`config.mk`:
```
export PLATFORM = sky130hd
export DESIGN_NAME = mem_write_monitor_flat
export DESIGN_NICKNAME = d
export VERILOG_FILES = /design/src/rtl/mem_write_monitor_pkg.sv /design/src/rtl/mem_write_monitor_if.sv /design/src/rtl/mem_write_monitor_table.sv /design/src/rtl/mem_write_monitor.sv /design/src/flat_wrapper.sv
export SDC_FILE = /design/constraint.sdc
export NUM_CORES = 1
export LEC_CHECK = 0
export CORE_MARGIN = 5
export CORE_UTILIZATION = 58
export DETAILED_ROUTE_END_ITERATION = 8
export GPL_TIMING_DRIVEN = 1
export HOLD_SLACK_MARGIN = 0.15
export PLACE_DENSITY_LB_ADDON = 0.1
export SLEW_MARGIN = 20
export SYNTH_ARGS = -nofsm -noshare
export SYNTH_HDL_FRONTEND = slang
export SYNTH_SLANG_ARGS = --single-unit
```
`constraint.sdc`:
```
create_clock -name clk -period 8.9 [get_ports clk]
set_input_delay 2.67 -clock clk [delete_from_list [all_inputs] [get_ports clk]]
set_output_delay 2.67 -clock clk [all_outputs]
set_load 0.03 [all_outputs]
```
`src/rtl/mem_write_monitor_pkg.sv`:
```
// Shared types for the memory write monitor: FSM state encoding and fail codes.
package mem_write_monitor_pkg;

    typedef enum logic [1:0] {
        ST_IDLE = 2'd0,
        ST_RUN  = 2'd1,
        ST_PASS = 2'd2,
        ST_FAIL = 2'd3
    } state_t;

    typedef enum logic [1:0] {
        FC_NONE     = 2'd0,
        FC_MISMATCH = 2'd1,
        FC_TIMEOUT  = 2'd2,
        FC_RSVD     = 2'd3
    } fail_code_t;

endpackage

```
`src/rtl/mem_write_monitor_if.sv`:
```
// Load channel and observed write bus of the memory write monitor.
//   master: testbench / environment side, drives entries and DUT writes
//   slave : monitor side, returns load_ready
interface mem_write_monitor_if #(
    parameter int unsigned AW = 32,
    parameter int unsigned DW = 32
);
    logic          load_valid;
    logic          load_ready;
    logic [AW-1:0] load_addr;
    logic [DW-1:0] load_data;
    logic          mem_write;
    logic [AW-1:0] adr;
    logic [DW-1:0] write_data;

    modport master (
        output load_valid, load_addr, load_data, mem_write, adr, write_data,
        input  load_ready
    );

    modport slave (
        input  load_valid, load_addr, load_data, mem_write, adr, write_data,
        output load_ready
    );
endinterface

```
`src/rtl/mem_write_monitor_table.sv`:
```
// Expected-write register file: entries are appended in load order and
// consumed in the same order through a separate read pointer.
//   flush    : empties the table (count and read pointer to 0)
//   wr_en    : append wr_entry at the next free slot (ignored when full)
//   rd_rewind: read pointer back to the first entry
//   rd_adv   : step to the next expected entry
//   rd_entry_c / rd_last_c: current expected entry and "it is the final one"
module mem_write_monitor_table #(
    parameter int unsigned W     = 64,
    parameter int unsigned DEPTH = 8,
    localparam int unsigned CW   = $clog2(DEPTH + 1),
    localparam int unsigned PW   = (DEPTH > 1) ? $clog2(DEPTH) : 1
) (
    input  logic          clk,
    input  logic          reset,
    input  logic          flush,
    input  logic          wr_en,
    input  logic [W-1:0]  wr_entry,
    input  logic          rd_rewind,
    input  logic          rd_adv,
    output logic [W-1:0]  rd_entry_c,
    output logic          rd_last_c,
    output logic [CW-1:0] count
);
    logic [W-1:0]  mem [DEPTH];
    logic [PW-1:0] rd_ptr_q;
    logic          do_wr;

    assign do_wr = wr_en && !flush && (count < CW'(DEPTH));

    // Storage needs no reset: an empty table is defined by count alone.
    always_ff @(posedge clk) begin
        if (do_wr) begin
            mem[PW'(count)] <= wr_entry;
        end
    end

    // Entry count doubles as the write pointer.
    always_ff @(posedge clk or posedge reset) begin
        if (reset) begin
            count    <= '0;
            rd_ptr_q <= '0;
        end else if (flush) begin
            count    <= '0;
            rd_ptr_q <= '0;
        end else begin
            if (do_wr) begin
                count <= count + CW'(1);
            end
            if (rd_rewind) begin
                rd_ptr_q <= '0;
            end else if (rd_adv) begin
                rd_ptr_q <= rd_ptr_q + PW'(1);
            end
        end
    end

    assign rd_entry_c = mem[rd_ptr_q];
    assign rd_last_c  = (CW'(rd_ptr_q) + CW'(1)) == count;

endmodule

```
`src/rtl/mem_write_monitor.sv`:
```
// Checks a DUT's memory writes against an in-order list of expected
// (address, data) pairs. Writes inside the ignore window that do not match
// are skipped; any other unexpected write, or too long without a match,
// ends the run in FAIL. PASS/FAIL are sticky until clear or reset.
//   clk, reset : clock, async active-high reset
//   clear      : synchronous flush back to IDLE
//   start      : begin checking (needs at least one loaded entry)
//   bus        : load channel + observed write bus (slave side)
//   busy/pass/fail/fail_code/match_count/fail_addr/fail_data : status
module mem_write_monitor
    import mem_write_monitor_pkg::*;
#(
    parameter int unsigned DW      = 32,
    parameter int unsigned AW      = 32,
    parameter int unsigned DEPTH   = 8,
    parameter int unsigned IGN_LO  = 96,
    parameter int unsigned IGN_HI  = 96,
    parameter int unsigned TIMEOUT = 4096,
    localparam int unsigned MCW    = $clog2(DEPTH + 1),
    localparam int unsigned TW     = $clog2(TIMEOUT + 1)
) (
    input  logic                  clk,
    input  logic                  reset,
    input  logic                  clear,
    input  logic                  start,
    mem_write_monitor_if.slave    bus,
    output logic                  busy,
    output logic                  pass,
    output logic                  fail,
    output logic [1:0]            fail_code,
    output logic [MCW-1:0]        match_count,
    output logic [AW-1:0]         fail_addr,
    output logic [DW-1:0]         fail_data
);
    state_t         state_q, state_d;
    fail_code_t     fc_q, fc_d;
    logic [TW-1:0]  timer_q, timer_d;
    logic [MCW-1:0] mc_d, cnt, cnt_next;
    logic [AW-1:0]  fa_d;
    logic [DW-1:0]  fd_d;
    logic           flush, wr_en, rd_rewind, rd_adv, rd_last_c;
    logic           hit, in_ign;
    logic [AW+DW-1:0] rd_entry_c;

    mem_write_monitor_table #(
        .W     (AW + DW),
        .DEPTH (DEPTH)
    ) u_table (
        .clk        (clk),
        .reset      (reset),
        .flush      (flush),
        .wr_en      (wr_en),
        .wr_entry   ({bus.load_addr, bus.load_data}),
        .rd_rewind  (rd_rewind),
        .rd_adv     (rd_adv),
        .rd_entry_c (rd_entry_c),
        .rd_last_c  (rd_last_c),
        .count      (cnt)
    );

    assign hit    = bus.mem_write
                 && (bus.adr == rd_entry_c[AW+DW-1:DW])
                 && (bus.write_data == rd_entry_c[DW-1:0]);
    assign in_ign = (bus.adr >= AW'(IGN_LO)) && (bus.adr <= AW'(IGN_HI));

    // Next state, table control and next values of all registered outputs.
    always_comb begin
        state_d   = state_q;
        timer_d   = timer_q;
        mc_d      = match_count;
        fc_d      = fc_q;
        fa_d      = fail_addr;
        fd_d      = fail_data;
        flush     = 1'b0;
        wr_en     = 1'b0;
        rd_rewind = 1'b0;
        rd_adv    = 1'b0;

        if (clear) begin
            state_d = ST_IDLE;
            flush   = 1'b1;
            timer_d = '0;
            mc_d    = '0;
            fc_d    = FC_NONE;
            fa_d    = '0;
            fd_d    = '0;
        end else begin
            case (state_q)
                ST_IDLE: begin
                    wr_en = bus.load_valid && bus.load_ready;
                    if (start && (cnt != '0)) begin
                        state_d   = ST_RUN;
                        rd_rewind = 1'b1;
                        timer_d   = '0;
                        mc_d      = '0;
                    end
                end
                ST_RUN: begin
                    // Expected-entry match beats both the ignore window and timeout.
                    if (hit) begin
                        rd_adv  = 1'b1;
                        mc_d    = match_count + MCW'(1);
                        timer_d = '0;
                        if (rd_last_c) begin
                            state_d = ST_PASS;
                        end
                    end else if (bus.mem_write && !in_ign) begin
                        state_d = ST_FAIL;
                        fc_d    = FC_MISMATCH;
                        fa_d    = bus.adr;
                        fd_d    = bus.write_data;
                    end else if (timer_q >= TW'(TIMEOUT - 1)) begin
                        state_d = ST_FAIL;
                        fc_d    = FC_TIMEOUT;
                    end else begin
                        timer_d = timer_q + TW'(1);
                    end
                end
                default: ;
            endcase
        end
    end

    assign cnt_next = flush ? '0 : (cnt + MCW'(wr_en));

    // State and registered outputs.
    always_ff @(posedge clk or posedge reset) begin
        if (reset) begin
            state_q        <= ST_IDLE;
            timer_q        <= '0;
            match_count    <= '0;
            fc_q           <= FC_NONE;
            fail_addr      <= '0;
            fail_data      <= '0;
            busy           <= 1'b0;
            pass           <= 1'b0;
            fail           <= 1'b0;
            bus.load_ready <= 1'b1;
        end else begin
            state_q        <= state_d;
            timer_q        <= timer_d;
            match_count    <= mc_d;
            fc_q           <= fc_d;
            fail_addr      <= fa_d;
            fail_data      <= fd_d;
            busy           <= (state_d == ST_RUN);
            pass           <= (state_d == ST_PASS);
            fail           <= (state_d == ST_FAIL);
            bus.load_ready <= (state_d == ST_IDLE) && (cnt_next < MCW'(DEPTH));
        end
    end

    assign fail_code = fc_q;

endmodule

```
`src/flat_wrapper.sv`:
```
// flat-port wrapper written by rule: the top's interface ports become plain ports
module mem_write_monitor_flat import mem_write_monitor_pkg::*;
#(
    parameter int unsigned DW      = 32,
    parameter int unsigned AW      = 32,
    parameter int unsigned DEPTH   = 8,
    parameter int unsigned IGN_LO  = 96,
    parameter int unsigned IGN_HI  = 96,
    parameter int unsigned TIMEOUT = 4096,
    localparam int unsigned MCW    = $clog2(DEPTH + 1),
    localparam int unsigned TW     = $clog2(TIMEOUT + 1)
)
  (clk, reset, clear, start, busy, pass, fail, fail_code, match_count, fail_addr, fail_data, bus_load_valid, bus_load_addr, bus_load_data, bus_mem_write, bus_adr, bus_write_data, bus_load_ready);
  mem_write_monitor_if #(.AW(AW), .DW(DW)) bus_i ();
  input  logic clk;
  input  logic reset;
  input  logic clear;
  input  logic start;
  output logic busy;
  output logic pass;
  output logic fail;
  output logic [1:0] fail_code;
  output logic [MCW-1:0] match_count;
  output logic [AW-1:0] fail_addr;
  output logic [DW-1:0] fail_data;
  input wire logic [$bits(bus_i.load_valid)-1:0] bus_load_valid;
  input wire logic [$bits(bus_i.load_addr)-1:0] bus_load_addr;
  input wire logic [$bits(bus_i.load_data)-1:0] bus_load_data;
  input wire logic [$bits(bus_i.mem_write)-1:0] bus_mem_write;
  input wire logic [$bits(bus_i.adr)-1:0] bus_adr;
  input wire logic [$bits(bus_i.write_data)-1:0] bus_write_data;
  output wire logic [$bits(bus_i.load_ready)-1:0] bus_load_ready;
  assign bus_i.load_valid = bus_load_valid;
  assign bus_i.load_addr = bus_load_addr;
  assign bus_i.load_data = bus_load_data;
  assign bus_i.mem_write = bus_mem_write;
  assign bus_i.adr = bus_adr;
  assign bus_i.write_data = bus_write_data;
  assign bus_load_ready = bus_i.load_ready;
  mem_write_monitor #(.DW(DW), .AW(AW), .DEPTH(DEPTH), .IGN_LO(IGN_LO), .IGN_HI(IGN_HI), .TIMEOUT(TIMEOUT)) u_core (.clk(clk), .reset(reset), .clear(clear), .start(start), .bus(bus_i), .busy(busy), .pass(pass), .fail(fail), .fail_code(fail_code), .match_count(match_count), .fail_addr(fail_addr), .fail_data(fail_data));
endmodule
```
======== Word-level counts from Yosys, hierarchy flattened ========
Memories as Yosys holds them, arrays and structs flattened.
Cells that the tools add are included.
Widths: inputs -> output; s select.
operators by class
  magnitude comparators ................... 5
  multiplexer cells ....................... 47
  equality and inequality tests ........... 12
  add/subtract/negate cells ............... 6
  reduce and logical (&&, ||, !) cells .... 24
operators with widths
  operator               number
  $mux 32                8
  $mux 13                5
  $eq 32x32->1           2
  $ge 32x7->1 const B    1
  $le 32x7->1 const B    1
  $pmux 13 s2            1
  $mux 4                 6
  $mux 2                 11
  $add 13x1->13 const B  1
  $ge 13x12->1 const B   1
  $mux 1                 11
  $logic_and 1x1->1      9
  $mux 3                 3
  $reduce_and 3->1       3
  $reduce_bool 3->1      3
  $add 4x1->4 const B    2
  $lt 4x4->1 const B     2
  $ne 4x3->1 const B     2
  $pmux 4 s2             1
  $ne 3x2->1 const B     2
  $reduce_bool 2->1      3
  $add 3x1->4 const B    1
  $add 4x1->4            1
  $eq 2x1->1 const B     2
  9 further kinds        12
word-level totals
  memories kept ........................... 1
  output and inout port bits .............. 74
  RAM bits ................................ 512
  input port bits ......................... 134
  logic and storage cells ................. 107
  register bits ........................... 96
memories
  name                words  bits a word  read ports  clocked after memory_dff  write ports  RTL line                       RTL
  u_core.u_table.mem  8      64           1           0                         1            mem_write_monitor_table.sv:25  logic [W-1:0] mem [DEPTH];

======== Depth between registers and ports, before layout ========
  depth after elaboration ................. 10
  depth in mapped cells ................... 15
  gate-level depth less buffers ........... 10

======== By module ========
Synthesis repeated with hierarchy kept, for this count alone.
unflattened totals
  cells, all modules ...................... 1260
  area total of the unflattened synthesis .. 24430.9 um2
by module, submodules not included
  module                   sequential area each (um2)  cells each  instances  area an instance (um2)
  mem_write_monitor_table  15549.9                     790         1          19651.3
  mem_write_monitor        2228.4                      470         1          4779.6

======== Worst setup path after synthesis ========
Ideal clock, no wire load.
  kind .................................... input -> register
  start ................................... in clear
  end ..................................... mem u_core.u_table.mem[0][0] (enable)
  arrival ................................. 9239 ps
  library setup time ...................... 644 ps
  path buffers ............................ 0
  stages .................................. 3
  path slack .............................. -983 ps
  required time ........................... 8256 ps
  cell sequence ........................... nor4_1 -> nand2_1 -> nor4_1
on the way
  word-level cells in the longest chain between the ends .. 6
  elaborated cells on any way between the ends .. 7
  those cells by class .................... mux (4); reduce/logical (3)
RTL lines
  element                           RTL line                       RTL
  start, declared                   flat_wrapper.sv:17             input logic clear;
  $mux 1                            mem_write_monitor.sv:79        if (clear) begin
  $logic_not 1->1                   mem_write_monitor_table.sv:29  assign do_wr = wr_en && !flush && (count < CW'(DEPTH));
  $logic_and 1x1->1 * (2 in a row)  mem_write_monitor_table.sv:29
  $mux 1 *                          mem_write_monitor_table.sv:33  if (do_wr) begin
  $mux 1 (implied by the code) *    mem_write_monitor_table.sv:34  mem[PW'(count)] <= wr_entry;
  end, declared                     mem_write_monitor_table.sv:25
Mark *: on every way between the ends. The rest lies on a longest branch, timed or not.

======== Final worst setup path ========
  start ................................... in bus_write_data[16]
  end ..................................... reg u_core.fail_data[3]
on the way
  word-level cells in the longest chain between the ends .. 4
RTL lines
  element                     RTL line                  RTL
  start, declared             flat_wrapper.sv:31        input wire logic [$bits(bus_i.write_data)-1:0] bus_write_data;
  $eq 32x32->1                mem_write_monitor.sv:63   && (bus.write_data == rd_entry_c[DW-1:0]);
  $logic_and 1x1->1           mem_write_monitor.sv:63
  $ne 2x2->1 (no line)        --
  $reduce_and 3->1 (no line)  --
  end signal, assigned        mem_write_monitor.sv:134  fail_data <= '0;
  end signal, assigned        mem_write_monitor.sv:145  fail_data <= fd_d;
  end, declared               mem_write_monitor.sv:33   output logic [DW-1:0] fail_data
Every way passes these cells.
A chain may end at the register's enable or synchronous reset.

==> run summary <==
Unique masters post-synth - 59
Vias/cell - 6.49
Reg clk slew, reported paths - 0.06 ns
Fillcell total - 2779
Leakage - 9.62 nW
Post-CTS Repair Setup Buffers - 0
Synth Cell Area - 0.0247 mm²
Setup violators final - 0
Share of cells above drive strength 1 - 0.163
Final Power - 5.94 mW
PostCTS Resize Cnt - 0
CTS buffer count - 58
Yosys Warn Count - 0
Async SR Flop Fraction - 0.158
CTS H-tree lvls - 2
First-pass GRT wire length - 93600 µm
Period utilization - 0.734
Pin count of the biggest net entering global routing - 115
Routed Antenna Nets - 0
Post-Syn Instances - 1388
Hold-fix buffers, CTS - 0
Die area - 0.0468 mm²
Syn_nets - 1527
Final Core Density - 0.696
#FFs+latches synth - 608
Seq/Total Area, Yosys - 0.720
Clock Skew - 0.0220 ns
Core area - 0.0420 mm²
Initial antenna violation count - 4
CP endpoint kind - flop
CP max stage cell - nor4_1
Die height - 216 µm
Reg-to-reg setup timing slack - 2.88 ns
Max Cap Viol - 0
RSZ-0062 raised after global routing - no
Req. time, crit path - 9.43 ns
Final hold violation count - 0
Worst EP arrival - 7.07 ns
Multi-input logic area - 0.00646 mm²
I/O Pins - 208
Area Overhead vs Synth - 18.5%
Total grt overflow - 0
Initial Utilization - 0.587
Num Clock Sinks - 608
Relative slew slack - 0.199
Post-DP HPWL - 38700 µm
Detailed Route Iter0 Violations - 1636
CP max stage delay - 0.92 ns
Vias in the first global route - 14488
Cell Pwr Density - 203 mW/mm²
Critical path class - input port to flop
Skew-Pair Late Insertion Delay - 0.61 ns
Status - finished clean
DR DRC count - 0
Port buffer count - 207
DRT Wirelength - 62700 µm
Max FO, Critical Path - 25
Syn Area/Cell - 17.8 µm²
Rows - 75
Crit path cell chain - clkdlybuf4s50_1, xnor2_1, nor4_1, and4_1, nand4_1, or3_1, a31oi_4, buf_16, buf_4, a22o_1
Peak supply drop - 0.174 mV
Final Wtd Congestion - 0.919
CTS Buffer Depth - 3
Slew @ Worst Pin - 1.18 ns
Minimum clock period - 6.53 ns
First-pass DRT Iterations - 5
All-Layer GR Usage - 0.267
Type of the tightest min-delay check - flop to flop
Final Non-Filler Cells - 2203
Max frequency - 153 MHz
Pins over their slew limit - 0
Post-place setup slack - 1.53 ns
Die Wd - 216 µm
DR vias - 14291
Post-placement cell area - 0.0273 mm²
Type of origin of the critical path - input port
Wire per inst - 28.5 µm
CTS tree - built
Primary FF master, synth - edfxtp_1
Setup ws final - 2.37 ns
CTS root buf - clkbuf_16
Number of synthesized flops with an enable pin - 512
Placed cells - 2091
Final nets - 1753
Register area - 0.0178 mm²
Fin area - 0.0293 mm²
[where the power goes]
| part | leakage [nW] | switching, mW | internal (mW) |
|---|---|---|---|
| logic | 2.75 | 0.222 | 0.139 |
| registers | 5.95 | 0.0213 | 3.15 |
| clock network | 0.923 | 1.02 | 1.39 |
[flip-flops by register name, indices dropped and copies added (netlist names)]
name                     count
u_core.fail_code             2
u_core.u_table.mem         512
u_core.match_count           4
u_core.pass                  1
u_core.fail                  1
u_core.timer_q              13
u_core.u_table.count         4
u_core.state_q               2
u_core.u_table.rd_ptr_q      3
u_core.fail_addr            32
u_core.busy                  1
u_core.bus.load_ready        1
u_core.fail_data            32
[path summary, 6_finish.rpt]
path | cells past startpoint | startpoint | end
setup / recovery | 10 | bus_write_data[16] | u_core.fail_data[3]$_DFFE_PP0P_
hold / removal | 1 | u_core.fail_data[2]$_DFFE_PP0P_ | u_core.fail_data[2]$_DFFE_PP0P_
setup reg to reg | 12 | u_core.u_table.rd_ptr_q[1]$_DFFE_PP0P_ | u_core.fail_data[3]$_DFFE_PP0P_
hold reg to reg | 1 | u_core.fail_data[2]$_DFFE_PP0P_ | u_core.fail_data[2]$_DFFE_PP0P_
max in group asynchronous | 3 | reset | u_core.u_table.rd_ptr_q[2]$_DFFE_PP0P_
min in group asynchronous | 2 | reset | u_core.fail_addr[3]$_DFFE_PP0P_
[per-layer routing]
layer	vias up	share of wire	global-route usage
li1	6129	-	-
met1	7390	0.41	0.389
met2	678	0.47	0.416
met3	94	0.094	0.0628
met4	0	0.023	0.0693
met5	-	0	0
[stage by stage]
| step | hold slack, ns | TNS (ns) |
|---|---|---|
| CTS | 0.510 | 0 |
| floorplan | 0.468 | -251.63 |
| global route | 0.529 | 0 |
| detailed placement | 0.491 | 0 |
| finish | 0.504 | 0 |
| global placement | 0.488 | 0 |
[final cells by class]
class	instances	share of cell area
Tap cell	539	0.0230
Inverter	12	0.00167
Multi-Input combinational cell	687	0.221
Clock buffer	86	0.0577
Timing Repair Buffer	247	0.0828
Clock inverter	21	0.00616
Antenna cell	3	0.000256
Sequential cell	608	0.608
[placed cells by master, fill, tap and decap left out, types with 17 or more instances in the layout]
cell,count
a22o_1,59
a22oi_1,20
a31o_2,31
buf_4,37
clkbuf_16,59
clkdlybuf4s50_1,207
dfrtp_1,92
edfxtp_1,512
mux2_2,25
mux2i_1,137
mux4_2,66
nand2_1,28
nand3_1,23
nor2_1,17
o21ai_0,29
o311a_1,32
or3_1,19
xnor2_1,21
xor2_1,21
[cells by family (layout without fill, tap and decap cells)]
kind of cell               Yosys count  in the layout  synth area share
xor gates and xnor gates            42             42            0.0149
muxes                              228            228             0.127
buffers and inverters               93            366            0.0208
adders and majority gates            5              5           0.00253
and+or+nand+nor                    175            175            0.0390
other                                0              3                 0
AOI/OAI and AO/OA                  237            237            0.0757
DFF                                608            608             0.720
[worst max-delay path, delay by kind of cell]
family / cells / cell delay [ns]
xor+xnor: 1 / 0.16
compound gates: 2 / 0.93
buf+inv: 3 / 0.92
simple gates: 4 / 2.36
[synth_stat cells, drive strengths merged (18+ instances only)]
cell    number  area [µm²]
or3         19         119
o311a       32         320
a22o        59         517
edfxtp     512       15400
mux2i      137        1370
nor4        20         131
dfrtp       95        2380
a31o        33         289
buf         46         337
nand2       28         105
clkbuf      35         131
o21ai       29         145
nor3        19         106
nor2        18        67.6
mux2        25         282
mux4        66        1490
nand3       23         115
xnor2       21         184
xor2        21         184
a22oi       20         150
Note: power is estimated with default switching activity, not from simulation.
==> RTL edit (same flow settings) <==
Reset style: synchronous (`reset`), changed in 2 clocked blocks. Comments in the files are not updated.
--- a/src/rtl/mem_write_monitor_table.sv
+++ b/src/rtl/mem_write_monitor_table.sv
@@ -36,7 +36,7 @@
     end
 
     // Entry count doubles as the write pointer.
-    always_ff @(posedge clk or posedge reset) begin
+    always_ff @(posedge clk) begin
         if (reset) begin
             count    <= '0;
             rd_ptr_q <= '0;
--- a/src/rtl/mem_write_monitor.sv
+++ b/src/rtl/mem_write_monitor.sv
@@ -124,7 +124,7 @@
     assign cnt_next = flush ? '0 : (cnt + MCW'(wr_en));
 
     // State and registered outputs.
-    always_ff @(posedge clk or posedge reset) begin
+    always_ff @(posedge clk) begin
         if (reset) begin
             state_q        <= ST_IDLE;
             timer_q        <= '0;
Function: differs if reset is asserted again (counterexample within 4 cycles, from zero or initial values and one cycle with reset high); with reset held inactive, the same outputs for 4 cycles.
==> RTL edit against the unedited design <==
Total power fell by 1.9%; sequential cell count grew 3; worst setup slack better by 1.3 ns; wire length fell by 4.6%; area after synthesis shrank 1.7%; final area is 1.6% lower; first-iteration DRC count is 7.8% lower; hold slack worse by 0.047 ns; critical endpoint is now u_core.timer_q[5]; largest cell class unchanged; largest power group unchanged.
==> RTL edit: results (changes against the unedited design) <==
* Post-place instance area at 0.0268 mm2 (-1.9%)
* Filler cell count in the final layout at 2798 (+0.68%)
* Dpl ws at 3.00 ns (+1.46 ns)
* Non-Filler Instances at 2303 (+4.5%)
* Number of global-route vias before repair at 14049 (-3.0%)
* N_diodes at 4 (+1)
* Pleak at 8.93 nW (-7.1%)
* Clk cell area share at 6.83% (+0.45 points)
* GRT met3 Usage at 4.60% (-1.7 points)
* Global Route Usage Sum at 25.7% (-0.97 points)
* Worst EP arrival at 5.80 ns (-1.27 ns)
* Multi-input logic area at 0.00647 mm2 (+0.23%)
* M1 GR Usage at 35.9% (-3.0 points)
* Hold Path Origin: u_core.fail_addr[10]
* Non-clock buffer count at 234 (-5.3%)
* Crit path largest cell delay at 0.58 ns (-0.34 ns)
* Initial antenna violation count at 6 (+2)
* Signal buf overhead at 7.94% (-0.34 points)
* Met3 wire length at 4.50 mm (-24%)
* Async S/R FF share, synth at 0% (-16 points)
* Initial DRC Count at 1509 (-7.8%)
* Met2 wire len at 29.0 mm (-1.8%)
* Hold-critical path depth at 2 (+1)
* Crit path from: bus_adr[10]
* Max layer used: met5
* Synthesized area per cell at 16.3 um2 (-8.6%)
* VDD IR-drop max at 0.174 mV (-0.13%)
* Critical path peak fanout at 11 (-56%)
* FFs & Latches at 611 (+0.49%)
* Status: complete, no violations
* Sequential fraction of the synthesis area at 71.5% (-0.49 points)
* Critical R2R Capture: u_core.timer_q[5]
* Post-Route M1 WL at 24.5 mm (-5.3%)
* Relative slew margins at 24.5% (+4.6 points)
* M2 GR Usage at 41.7% (+0.14 points)
* Mapped Nets at 1631 (+6.8%)
* Power per cell area at 202 mW/mm2 (-0.30%)
* Seq area share at 60.3% (-0.47 points)
RTL edit: cell count changes after synthesis, moves of 18 or more:
cell	unedited run	this run
o311a_1	32	0
nand2_1	28	91
mux2_2	25	0
o21ai_0	29	73
mux2i_1	137	166
or3_1	19	1
nand3_1	23	82
a22o_1	59	4
and3_1	10	31
a22oi_1	20	60
dfxtp_1	0	99
dfrtp_1	95	0
a21oi_1	16	40
a31o_2	31	1
RTL edit: cell families after synthesis:
family	Yosys count	share of synthesized area [%]
flip-flops	611	71.5
adder cells (fa/ha/maj)	5	0.258
buffers and inverters	87	2.06
multiplexers	228	12.7
AND/OR/NAND/NOR	299	6.33
XOR/XNOR	41	1.48
AO/OA/AOI/OAI	221	5.70
RTL edit: where the power goes:
group	internal, mW	leakage (nW)	switching [mW]
logic	0.0859	2.54	0.122
registers	3.12	5.42	0.00449
clock network	1.47	0.967	1.03
